==> src/rtl/cpu_pkg.sv <==
// Shared CPU types: FSM state set, instruction classes, opcode/ALU/immediate codes.
// Latency: n/a (types and constants only).
// Backpressure: n/a.
package cpu_pkg;

    typedef enum logic [2:0] {
        ST_FETCH,
        ST_DECODE,
        ST_EXECUTE,
        ST_MEM,
        ST_WRITEBACK,
        ST_TRAP
    } mc_state_t;

    typedef enum logic [2:0] {
        CLS_ADDI,
        CLS_ADD,
        CLS_BEQ,
        CLS_BNE,
        CLS_LW,
        CLS_SW
    } instr_class_t;

    localparam logic [6:0] OP_IMM    = 7'b0010011;
    localparam logic [6:0] OP_REG    = 7'b0110011;
    localparam logic [6:0] OP_BRANCH = 7'b1100011;
    localparam logic [6:0] OP_LOAD   = 7'b0000011;
    localparam logic [6:0] OP_STORE  = 7'b0100011;

    localparam logic [2:0] ALU_ADD = 3'b000;
    localparam logic [2:0] ALU_CMP = 3'b111;

    localparam logic [1:0] IMM_I = 2'b00;
    localparam logic [1:0] IMM_S = 2'b01;
    localparam logic [1:0] IMM_B = 2'b10;

endpackage

==> src/rtl/instr_class_decode.sv <==
// Classifies a 32-bit RV32I instruction word into one of the supported classes.
// Latency: purely combinational, 0 cycles.
// Backpressure: none; output follows input.
// Ports: i_instr (instruction word), o_class (instruction class), o_legal (1 = supported encoding).
module instr_class_decode
    import cpu_pkg::*;
(
    input  logic [31:0]  i_instr,
    output instr_class_t o_class,
    output logic         o_legal
);

    logic [6:0] w_opcode;
    logic [2:0] w_f3;
    logic [6:0] w_f7;
    logic       w_unused;

    assign w_opcode = i_instr[6:0];
    assign w_f3     = i_instr[14:12];
    assign w_f7     = i_instr[31:25];
    // Register and immediate fields do not affect classification.
    assign w_unused = ^{i_instr[24:15], i_instr[11:7]};

    always_comb begin
        o_class = CLS_ADD;
        o_legal = 1'b0;
        case (w_opcode)
            OP_IMM: begin
                if (w_f3 == 3'b000) begin
                    o_class = CLS_ADDI;
                    o_legal = 1'b1;
                end
            end
            OP_REG: begin
                if (w_f3 == 3'b000 && w_f7 == 7'b0000000) begin
                    o_class = CLS_ADD;
                    o_legal = 1'b1;
                end
            end
            OP_BRANCH: begin
                if (w_f3 == 3'b000) begin
                    o_class = CLS_BEQ;
                    o_legal = 1'b1;
                end else if (w_f3 == 3'b001) begin
                    o_class = CLS_BNE;
                    o_legal = 1'b1;
                end
            end
            OP_LOAD: begin
                if (w_f3 == 3'b010) begin
                    o_class = CLS_LW;
                    o_legal = 1'b1;
                end
            end
            OP_STORE: begin
                if (w_f3 == 3'b010) begin
                    o_class = CLS_SW;
                    o_legal = 1'b1;
                end
            end
            default: ;
        endcase
    end

endmodule

==> src/rtl/mc_control_unit.sv <==
// Multi-cycle RISC-V control FSM: fetch/decode/execute/mem/writeback with trap on unsupported encodings.
// Latency: branch 3, ADD/ADDI 4, SW 4, LW 5 cycles; each cycle without dmem_ready adds one.
// Backpressure: waits indefinitely in FETCH for imem_ready and in MEM for dmem_ready.
// Ports: clk/rst_n; imem_rdata/imem_ready from instruction memory; dmem_ready from data memory;
//        EQ from ALU; instr (IR), ALU/immediate selects, memory/regfile/PC strobes, illegal, instret.
module mc_control_unit
    import cpu_pkg::*;
#(
    parameter int DATA_WIDTH = 32,
    parameter int CNT_WIDTH  = 32
) (
    input  logic                  clk,
    input  logic                  rst_n,
    input  logic [DATA_WIDTH-1:0] imem_rdata,
    input  logic                  imem_ready,
    input  logic                  dmem_ready,
    input  logic                  EQ,
    output logic [DATA_WIDTH-1:0] instr,
    output logic [2:0]            ALUctrl,
    output logic                  ALUsrc,
    output logic [1:0]            ImmSrc,
    output logic                  IRwrite,
    output logic                  MemRead,
    output logic                  MemWrite,
    output logic                  ResultSrc,
    output logic                  RegWrite,
    output logic                  PCwrite,
    output logic                  PCsrc,
    output logic                  illegal,
    output logic [CNT_WIDTH-1:0]  instret
);

    mc_state_t             r_state;
    logic [DATA_WIDTH-1:0] r_instr;
    logic [CNT_WIDTH-1:0]  r_instret;
    instr_class_t          w_class;
    logic                  w_legal;

    instr_class_decode u_decode (
        .i_instr (r_instr[31:0]),
        .o_class (w_class),
        .o_legal (w_legal)
    );

    assign instr   = r_instr;
    assign instret = r_instret;

    // Outputs decode from state and IR; gated by rst_n so nothing leaks while reset is held,
    // including IRwrite in FETCH with imem_ready high.
    always_comb begin
        ALUctrl   = ALU_ADD;
        ALUsrc    = 1'b0;
        ImmSrc    = IMM_I;
        IRwrite   = 1'b0;
        MemRead   = 1'b0;
        MemWrite  = 1'b0;
        ResultSrc = 1'b0;
        RegWrite  = 1'b0;
        PCwrite   = 1'b0;
        PCsrc     = 1'b0;
        illegal   = 1'b0;
        if (rst_n) begin
            case (r_state)
                ST_FETCH: IRwrite = imem_ready;
                ST_EXECUTE: begin
                    case (w_class)
                        CLS_ADDI, CLS_LW: ALUsrc = 1'b1;
                        CLS_SW: begin
                            ALUsrc = 1'b1;
                            ImmSrc = IMM_S;
                        end
                        CLS_BEQ, CLS_BNE: begin
                            ALUctrl = ALU_CMP;
                            ImmSrc  = IMM_B;
                            PCwrite = 1'b1;
                            PCsrc   = (w_class == CLS_BEQ) ? EQ : !EQ;
                        end
                        default: ;
                    endcase
                end
                ST_MEM: begin
                    // Address operands stay selected for the whole memory access.
                    ALUsrc = 1'b1;
                    if (w_class == CLS_SW) begin
                        ImmSrc   = IMM_S;
                        MemWrite = 1'b1;
                        PCwrite  = dmem_ready;
                    end else begin
                        MemRead = 1'b1;
                    end
                end
                ST_WRITEBACK: begin
                    RegWrite  = 1'b1;
                    ResultSrc = (w_class == CLS_LW);
                    PCwrite   = 1'b1;
                end
                ST_TRAP: illegal = 1'b1;
                default: ;
            endcase
        end
    end

    always_ff @(posedge clk or negedge rst_n) begin
        if (!rst_n) begin
            r_state   <= ST_FETCH;
            r_instr   <= '0;
            r_instret <= '0;
        end else begin
            // Exactly one PCwrite cycle per retired instruction.
            if (PCwrite) begin
                r_instret <= r_instret + CNT_WIDTH'(1);
            end
            case (r_state)
                ST_FETCH: begin
                    if (imem_ready) begin
                        r_instr <= imem_rdata;
                        r_state <= ST_DECODE;
                    end
                end
                ST_DECODE: r_state <= w_legal ? ST_EXECUTE : ST_TRAP;
                ST_EXECUTE: begin
                    case (w_class)
                        CLS_BEQ, CLS_BNE: r_state <= ST_FETCH;
                        CLS_LW, CLS_SW:   r_state <= ST_MEM;
                        default:          r_state <= ST_WRITEBACK;
                    endcase
                end
                ST_MEM: begin
                    if (dmem_ready) begin
                        r_state <= (w_class == CLS_LW) ? ST_WRITEBACK : ST_FETCH;
                    end
                end
                ST_WRITEBACK: r_state <= ST_FETCH;
                ST_TRAP:      r_state <= ST_TRAP;
                default:      r_state <= ST_TRAP;
            endcase
        end
    end

endmodule
==> config.mk <==
export PLATFORM = sky130hd
export DESIGN_NAME = mc_control_unit
export DESIGN_NICKNAME = d
export VERILOG_FILES = /design/src/rtl/cpu_pkg.sv /design/src/rtl/instr_class_decode.sv /design/src/rtl/mc_control_unit.sv
export SDC_FILE = /design/constraint.sdc
export NUM_CORES = 1
export LEC_CHECK = 0
export ABC_CLOCK_PERIOD_IN_PS = 2200
export CELL_PAD_IN_SITES_DETAIL_PLACEMENT = 1
export CELL_PAD_IN_SITES_GLOBAL_PLACEMENT = 2
export CORE_AREA = 4 4 113 115
export DETAILED_ROUTE_END_ITERATION = 10
export DIE_AREA = 0 0 117 119
export PLACE_DENSITY = 0.91
export REMOVE_ABC_BUFFERS = 1
export SKIP_CTS_REPAIR_TIMING = 1
export SYNTH_ARGS = -nofsm -noshare
export SYNTH_HDL_FRONTEND = slang
export SYNTH_SLANG_ARGS = --single-unit
==> constraint.sdc <==
create_clock -name clk -period 2.2 [get_ports clk]
set_input_delay 0.22 -clock clk [delete_from_list [all_inputs] [get_ports clk]]
set_output_delay 0.22 -clock clk [all_outputs]
set_load 0.05 [all_outputs]
==> metrics.txt <==
total leakage power 0.00214 µW; Initial Util 27.6%; pin count of the biggest net entering global routing 48; mean post-synth cell area 12.1 µm²; std cell rows 40; critical setup path kind flop to output pin; footprint of the multi-input gates 1550 µm²; Post-synth EDFFs 0; Chip Height 119 µm; status finished, violations left; post-DP HPWL 7220 µm; Synth area leader dfrtp_1; Total Routed Length 9870 µm; grt total ovfl 0; MaxCap Viol Count 0; clk_skew 0.00434 ns; Final WS setup -0.209 ns; ANT nets after route 0; Yosys reg bits 67; Crit. End Element output pin; Seq/Total Area, Yosys 51.5%; Yosys top cell area share 51.5%; Die W 117 µm; # H-tree levels 3; share of flip-flops with an asynchronous set or reset 100%; most frequent cells in the layout 99 x clkdlybuf4s50_1, 63 x dfrtp_1, 32 x mux2_2; crit path buf inv count 3; I/O Buffers 114; layout cells sized above 1 29.6%; CP Launch Type flop; Hold Fails Final Rpt 0; Synth area leaders dfrtp_1 51%, mux2_2 11%, xnor2_1 7.0%; Max-slew headroom 59.5%; fmax 415 MHz; most used flip-flop cell after synthesis dfrtp_1; die area 13900 µm²; Synth cell types 54; first-pass GRT wire length 15700 µm; CP Cell Sequence nand4bb_4 > or3_4 > buf_6 > o21bai_4 > nor4b_2 > buf_4 > buf_12; Ys Warns 0; Mapped Cells 269; total number of vias 2672; fill count 1255; DP Area 4790 µm²; commonest non-fill, non-tap cell in the layout clkdlybuf4s50_1; sequential cell area 1680 µm²; Slowest-stage cell, CP dfrtp_1; DRC viols 0; Ports 115; fin crit share 110%; utilization after layout 44.3%; Antenna Cells 0; gp weighted congestion 0.823; Hold WC Path Type primary input to asynchronous set/reset pin; synthesis-to-layout area growth 60.5%; vias in the first global route 2922; RSZ-0062 raised after global routing yes; clock-pin slew on the worst setup and hold paths 0.05 ns; Netlist Area Pre-Place 3260 µm²; total negative slack -0.517 ns; clk_lat worst skew 0.33 ns; Slew Viols, Final 0; Worst Path Arrival 2.19 ns; Worst Max-Slew Pin Slew 0.607 ns; 1st-iter DRT viols 59; hold slack final 0.110 ns; drt first pass iters 4; Root Driver clkbuf_16; # setup viols final 8; CP max FO 3; max incr delay on CP 0.38 ns; CTS tree yes; gr usage total 14.5%; failing checks setup timing; CP top delay family simple AND/OR/NAND/NOR gates; antenna violations before repair 0; Critical Path RT 1.98 ns; final instance area 5230 µm²; pwr/cell area 583 nW/µm²; total power 3050 µW; final period demand of the worst path 2.41 ns; CTS sink count 67; Core Footprint 11800 µm²; wire per inst 17.6 µm; Vias/cell 4.75; maximum buffer depth of the clock tree 2; layout net count 448; total CTS buffers 9; worst vdd ir 0.309 mV
[sequential cells by signal (all words and copies together), names as in the netlist]
name     count
instr       32
instret     32
r_state      3
[worst paths after layout]
check | slack, ns | start | depth (start not counted) | to
worst max-delay path | -0.21 | instr[3] | 7 | ResultSrc
worst min-delay path | 0.11 | rst_n | 2 | instret[31]
worst max register to register | 0.10 | instr[12] | 6 | instret[29]
worst min register to register | 0.48 | instret[31] | 1 | instret[31]
max in group asynchronous | 1.39 | rst_n | 3 | instret[10]
min in group clk | 0.45 | rst_n | 4 | instret[3]
[Yosys cell counts (all sizes together), types with 2 or more instances]
cell,n
and3,6
nand4b,4
xnor2,26
inv,3
and4,3
dfrtp,67
nand2b,2
nor3,12
nor2,13
and2,5
nand2,10
nor4b,2
or3,3
nand4,14
mux2,33
nor4,2
or3b,5
nand3,11
xor2,6
o21ai,4
a21oi,7
buf,10
a21o,2
[area by class of cell]
cell class | count | share of cell area (%)
flip-flops and latches | 67 | 32.2
multi-input cells | 188 | 29.7
repair buffers | 141 | 28.7
clock buffers | 11 | 4.64
well taps | 147 | 3.52
clock inverters | 5 | 1.00
inverters | 3 | 0.263
[worst register-to-register path: cells and delay by family, from the launching register on]
family | cells | cell delay [ns]
AND/OR/NAND/NOR | 2 | 0.85
XOR/XNOR | 1 | 0.18
AO/OA/AOI/OAI | 2 | 0.39
buffers and inverters | 1 | 0.18
flip-flops | 1 | 0.42
[power by group]
group | total [µW] | internal [µW] | leakage (µW) | switching [µW]
clock network | 1410 | 901 | 0.000145 | 512
registers | 1290 | 1260 | 0.000886 | 25.8
logic | 349 | 155 | 0.00111 | 194
[routing by layer]
layer  global-route usage (%)  share of wire, %  vias to the layer above
met3                     3.86               5.0                       15
li1                         -                 -                     1259
met4                     5.59               2.1                        0
met5                        0                 0                        -
met2                     23.8                51                       54
met1                     18.0                41                     1344
[metrics by stage]
stage,setup WS (ns),std cells
after global routing,-0.320,562
final,-0.209,562
after floorplan,-2.40,258
after global placement,0.158,536
after detailed placement,0.0785,536
after CTS,-0.281,552
[logic make-up (layout without fill, tap and decap cells)]
family,count (synthesis),after routing,synth area share [%]
DFF,67,67,51.5
muxes,33,33,11.5
xor gates and xnor gates,32,32,8.60
and+or+nand+nor,97,97,18.8
buffers and inverters,14,160,2.84
adders and majority gates,1,1,0.384
AOI/OAI and AO/OA,25,25,6.38
Power figures use the tool's default switching activity.
